### src/rtl/vga_timing_gen.sv
// VGA timing generator: divides CLOCK_50 by two into a pixel tick and walks
// horizontal/vertical counters that drive sync, blanking and frame markers.
module vga_timing_gen #(
    parameter int H_ACTIVE = 640,
    parameter int H_FP     = 16,
    parameter int H_SYNC   = 96,
    parameter int H_BP     = 48,
    parameter int V_ACTIVE = 480,
    parameter int V_FP     = 10,
    parameter int V_SYNC   = 2,
    parameter int V_BP     = 33
) (
    input  logic        CLOCK_50,
    input  logic        resetn,
    output logic [11:0] x,
    output logic [11:0] y,
    output logic        video_on,
    output logic        vga_hs,
    output logic        vga_vs,
    output logic        vga_clk,
    output logic        frame_end
);

    localparam int H_TOTAL = H_ACTIVE + H_FP + H_SYNC + H_BP;
    localparam int V_TOTAL = V_ACTIVE + V_FP + V_SYNC + V_BP;
    localparam int HW      = $clog2(H_TOTAL);
    localparam int VW      = $clog2(V_TOTAL);

    // Inclusive bounds keep every constant representable in the counter width.
    localparam logic [HW-1:0] H_LAST     = HW'(H_TOTAL - 1);
    localparam logic [HW-1:0] H_VIS_LAST = HW'(H_ACTIVE - 1);
    localparam logic [HW-1:0] HS_FIRST   = HW'(H_ACTIVE + H_FP);
    localparam logic [HW-1:0] HS_LAST    = HW'(H_ACTIVE + H_FP + H_SYNC - 1);
    localparam logic [VW-1:0] V_LAST     = VW'(V_TOTAL - 1);
    localparam logic [VW-1:0] V_VIS_LAST = VW'(V_ACTIVE - 1);
    localparam logic [VW-1:0] VS_FIRST   = VW'(V_ACTIVE + V_FP);
    localparam logic [VW-1:0] VS_LAST    = VW'(V_ACTIVE + V_FP + V_SYNC - 1);

    logic          pix_tick;
    logic [HW-1:0] h_cnt;
    logic [VW-1:0] v_cnt;

    // Counters only move on the second half of each pixel, so a pixel spans two clocks.
    always_ff @(posedge CLOCK_50 or negedge resetn) begin
        if (!resetn) begin
            pix_tick <= 1'b0;
            h_cnt    <= '0;
            v_cnt    <= '0;
        end else begin
            pix_tick <= ~pix_tick;
            if (pix_tick) begin
                if (h_cnt == H_LAST) begin
                    h_cnt <= '0;
                    if (v_cnt == V_LAST)
                        v_cnt <= '0;
                    else
                        v_cnt <= v_cnt + VW'(1);
                end else begin
                    h_cnt <= h_cnt + HW'(1);
                end
            end
        end
    end

    assign x         = 12'(h_cnt);
    assign y         = 12'(v_cnt);
    assign vga_clk   = pix_tick;
    assign video_on  = (h_cnt <= H_VIS_LAST) && (v_cnt <= V_VIS_LAST);
    assign vga_hs    = !((h_cnt >= HS_FIRST) && (h_cnt <= HS_LAST));
    assign vga_vs    = !((v_cnt >= VS_FIRST) && (v_cnt <= VS_LAST));
    assign frame_end = pix_tick && (h_cnt == H_LAST) && (v_cnt == V_LAST);

endmodule

### config.mk
export PLATFORM = sky130hd
export DESIGN_NAME = vga_timing_gen
export DESIGN_NICKNAME = d
export VERILOG_FILES = /design/src/rtl/vga_timing_gen.sv
export SDC_FILE = /design/constraint.sdc
export NUM_CORES = 1
export LEC_CHECK = 0
export CORE_MARGIN = 8
export CORE_UTILIZATION = 44
export CTS_CLUSTER_DIAMETER = 30
export DETAILED_ROUTE_END_ITERATION = 10
export DONT_BUFFER_PORTS = 1
export GPL_TIMING_DRIVEN = 0
export HOLD_SLACK_MARGIN = 0.15
export PLACE_DENSITY = 0.57
export SETUP_SLACK_MARGIN = 0.02
export SKIP_CTS_REPAIR_TIMING = 1
export SYNTH_ARGS = -nofsm -noshare
export SYNTH_HDL_FRONTEND = slang
export SYNTH_SLANG_ARGS = --single-unit
### constraint.sdc
create_clock -name CLOCK_50 -period 2.5 [get_ports CLOCK_50]
set_clock_uncertainty 0.15 [all_clocks]
set_input_delay 0.25 -clock CLOCK_50 [delete_from_list [all_inputs] [get_ports CLOCK_50]]
set_output_delay 0.25 -clock CLOCK_50 [all_outputs]
set_load 0.03 [all_outputs]
==> flow_summary.json <==
{
  "die_y_um": 68.3,
  "clk_pin_slew_worst_paths_ns": 0.12,
  "hold_viol_final": 0,
  "arrival_ns": 2.13,
  "routed-via-count": 946,
  "numCtsBuffers": 3,
  "irDropWorstVdd_uv": 221,
  "synth_cell_types": 37,
  "finalNetCount": 146,
  "insertion_delay_ns": 0.30,
  "comb_power_share": 0.046,
  "wl_per_cell_um": 15.9,
  "num_rows": 19,
  "synth_edf_count": 0,
  "worst_slack_ns": -0.0256,
  "ys_async_sr_fraction": 1.00,
  "port_buffers": 0,
  "avgSynthCellArea_um2": 9.40,
  "synthFlopType": "dfrtp_1",
  "failed_checks": "negative setup slack",
  "cp_max_fo": 8,
  "synth_seq_area_share": 0.437,
  "diodes": 0,
  "area_delta_synth_final_pct": 12.8,
  "hpwlAfterDp_um": 1930,
  "core_area_um2": 2690,
  "grt_overflow": 0,
  "cts.sinks": 21,
  "die-area_um2": 4660,
  "clock_power_share": 0.316,
  "finalWirelength_um": 2690,
  "slew_headroom": 0.625,
  "slowest_delay_ns": 0.54,
  "leakagePower_nw": 0.576,
  "drcViolationCount": 0,
  "synthDominantCellAreaShare": 0.437,
  "min_period_ns": 2.53,
  "die_w_um": 68.3,
  "syn_inst": 128,
  "htreeDepth": 1,
  "gp_congestion": 0.753,
  "yosysWarnings": 0,
  "cp-end-kind": "output pin",
  "critPathBufInv": 2,
  "clockBufferDepth": 2,
  "dpl_cell_area_um2": 1250,
  "crit_chain": "buf_6 > nand4bb_4 > or4_4 > buf_6 > nor2_4",
  "yosysTopAreaCell": "dfrtp_1",
  "initial_utilization": 0.448,
  "status": "complete, but fails checks",
  "drive_gt1_frac": 0.174,
  "yosys_register_bits": 21,
  "slew_viol_final": 0,
  "drtIter0Drc": 35,
  "drv_cap": 0,
  "start_kind": "flop",
  "track_usage": 0.125,
  "cp_top_family": "simple AND/OR/NAND/NOR gates",
  "dr.pass1.iters": 4,
  "tightest_slew_ns": 0.559,
  "rsz0062_at_grt": "true",
  "viasPerCell": 5.60,
  "setup_viol": 1,
  "postLayoutCellArea_um2": 1360,
  "power_density_nw_per_um2": 392,
  "fin_crit_sh": 1.01,
  "crit_type": "flop to output pin",
  "netlist_area_um2": 1200,
  "fmax_mhz": 396,
  "setup_tns_ns": -0.0256,
  "power_mw": 0.532,
  "min_path_type": "input pin to async pin",
  "cts_tree": "done",
  "ant_nets": 0,
  "critPathSlowestCell": "or4_4",
  "io_pins": 31,
  "internal-power_mw": 0.408,
  "synth_area_leaders": "dfrtp_1, ha_1, o21ai_0",
  "swShare": 0.234,
  "grt_max_degree": 22,
  "antenna_found_initial": 0,
  "seq_power_share": 0.638,
  "cp.required_ns": 2.10,
  "grt_pass1_wl_um": 4510,
  "p_sw_mw": 0.125,
  "grt_pass1_vias": 921,
  "root_buffer": "clkbuf_4",
  "crit_top_cell": "buf_6"
}
## synth_stat cells (2+ instances only)
cell type,count
dfrtp_1,21
nand2_1,13
o21ai_0,11
nand3_1,10
inv_1,7
nor3_1,7
nor2_1,6
xnor2_1,6
ha_1,5
buf_4,4
and3_1,3
nand4_1,3
a21oi_1,2
a22o_1,2
and2_1,2
o211ai_1,2
or3_1,2
or4_1,2
xor2_1,2
## through the flow
step | instances | hold slack [ns] | utilization | setup WS [ns]
final | 169 | 0.236 | 0.505 | -0.0256
after global routing | 169 | 0.239 | 0.505 | -0.0950
after CTS | 166 | -0.543 | 0.477 | -0.387
after detailed placement | 162 | -0.195 | 0.467 | -0.0278
after global placement | 162 | -0.195 | 0.467 | -0.0105
after floorplan | 131 | -0.196 | - | 0.113
## cells by family after synthesis
family                     after synthesis  share of synthesized area
and+or+nand+nor                         56                      0.265
AOI/OAI and AO/OA                       22                      0.112
DFF                                     21                      0.437
buffers and inverters                   14                     0.0644
xor gates and xnor gates                 8                     0.0582
adders and majority gates                5                     0.0520
other                                    1                    0.00312
muxes                                    1                    0.00832
## flip-flops by register name, indices dropped and copies added, names as in the netlist
signal and count:
h_cnt 10, v_cnt 10, vga_clk 1
## power by group through the flow
| stage | sequential (mW) | clock (mW) | combinational, mW |
|---|---|---|---|
| CTS | 0.340 | 0.176 | 0.0126 |
| global placement | 0.346 | 0 | 0.0126 |
| finish | 0.340 | 0.168 | 0.0247 |
| floorplan | 0.346 | 0 | 0.0126 |
| detailed placement | 0.346 | 0 | 0.0126 |
| global route | 0.340 | 0.186 | 0.0276 |
## layout by cell type, fill, tap and decap left out, types with 3 or more instances in the layout
master	Yosys	routed
nor2_1	6	5
xnor2_1	6	6
inv_1	7	7
nand4_1	3	3
buf_4	4	5
conb_1	1	4
nor3_1	7	7
ha_1	5	5
and3_1	3	3
dfrtp_1	21	16
dfrtp_2	0	5
nand2_1	13	13
nand3_1	10	10
o21ai_0	11	11
clkbuf_4	0	3
## worst reg2reg max path: stages (launching register included)
cell       delay (ns)
dfrtp_2          0.50
buf_6            0.16
nand4bb_4        0.27
or4_4            0.55
buf_6            0.15
or4_1            0.49
nand2_1          0.07
## metal layers
layer | up-vias | part of all wire | wire, µm | global-route usage
met5 | - | 0 | 0 | 0
met4 | 0 | 0.013 | 35 | 0.0460
met3 | 4 | 0.057 | 154 | 0.0393
met2 | 19 | 0.49 | 1320 | 0.211
met1 | 453 | 0.44 | 1190 | 0.146
li1 | 470 | - | - | -
## cell type report
type	count	area [µm²]
sequential	21	532
inverter	7	26.3
clock buffer	3	22.5
clock inverter	1	5.00
tap	31	38.8
multi-input combinational	96	638
timing repair buffer	3	37.5
buffer	7	57.6
fill	263	1330
## final timing paths
check / start / to / slack (ns) / depth (start not counted)
worst min-delay path: resetn / h_cnt[8]$_DFFE_PN0P_ / 0.24 / 2
worst min register to register: vga_clk$_DFF_PN0_ / h_cnt[0]$_DFFE_PN0P_ / 0.53 / 1
worst max register to register: h_cnt[5]$_DFFE_PN0P_ / v_cnt[5]$_DFFE_PN0P_ / 0.11 / 6
max in group asynchronous: resetn / h_cnt[0]$_DFFE_PN0P_ / 1.81 / 2
worst max-delay path: h_cnt[5]$_DFFE_PN0P_ / frame_end / -0.03 / 5
min in group CLOCK_50: vga_clk$_DFF_PN0_ / h_cnt[0]$_DFFE_PN0P_ / 0.53 / 1
No activity file was read; power rests on OpenSTA's default activity.
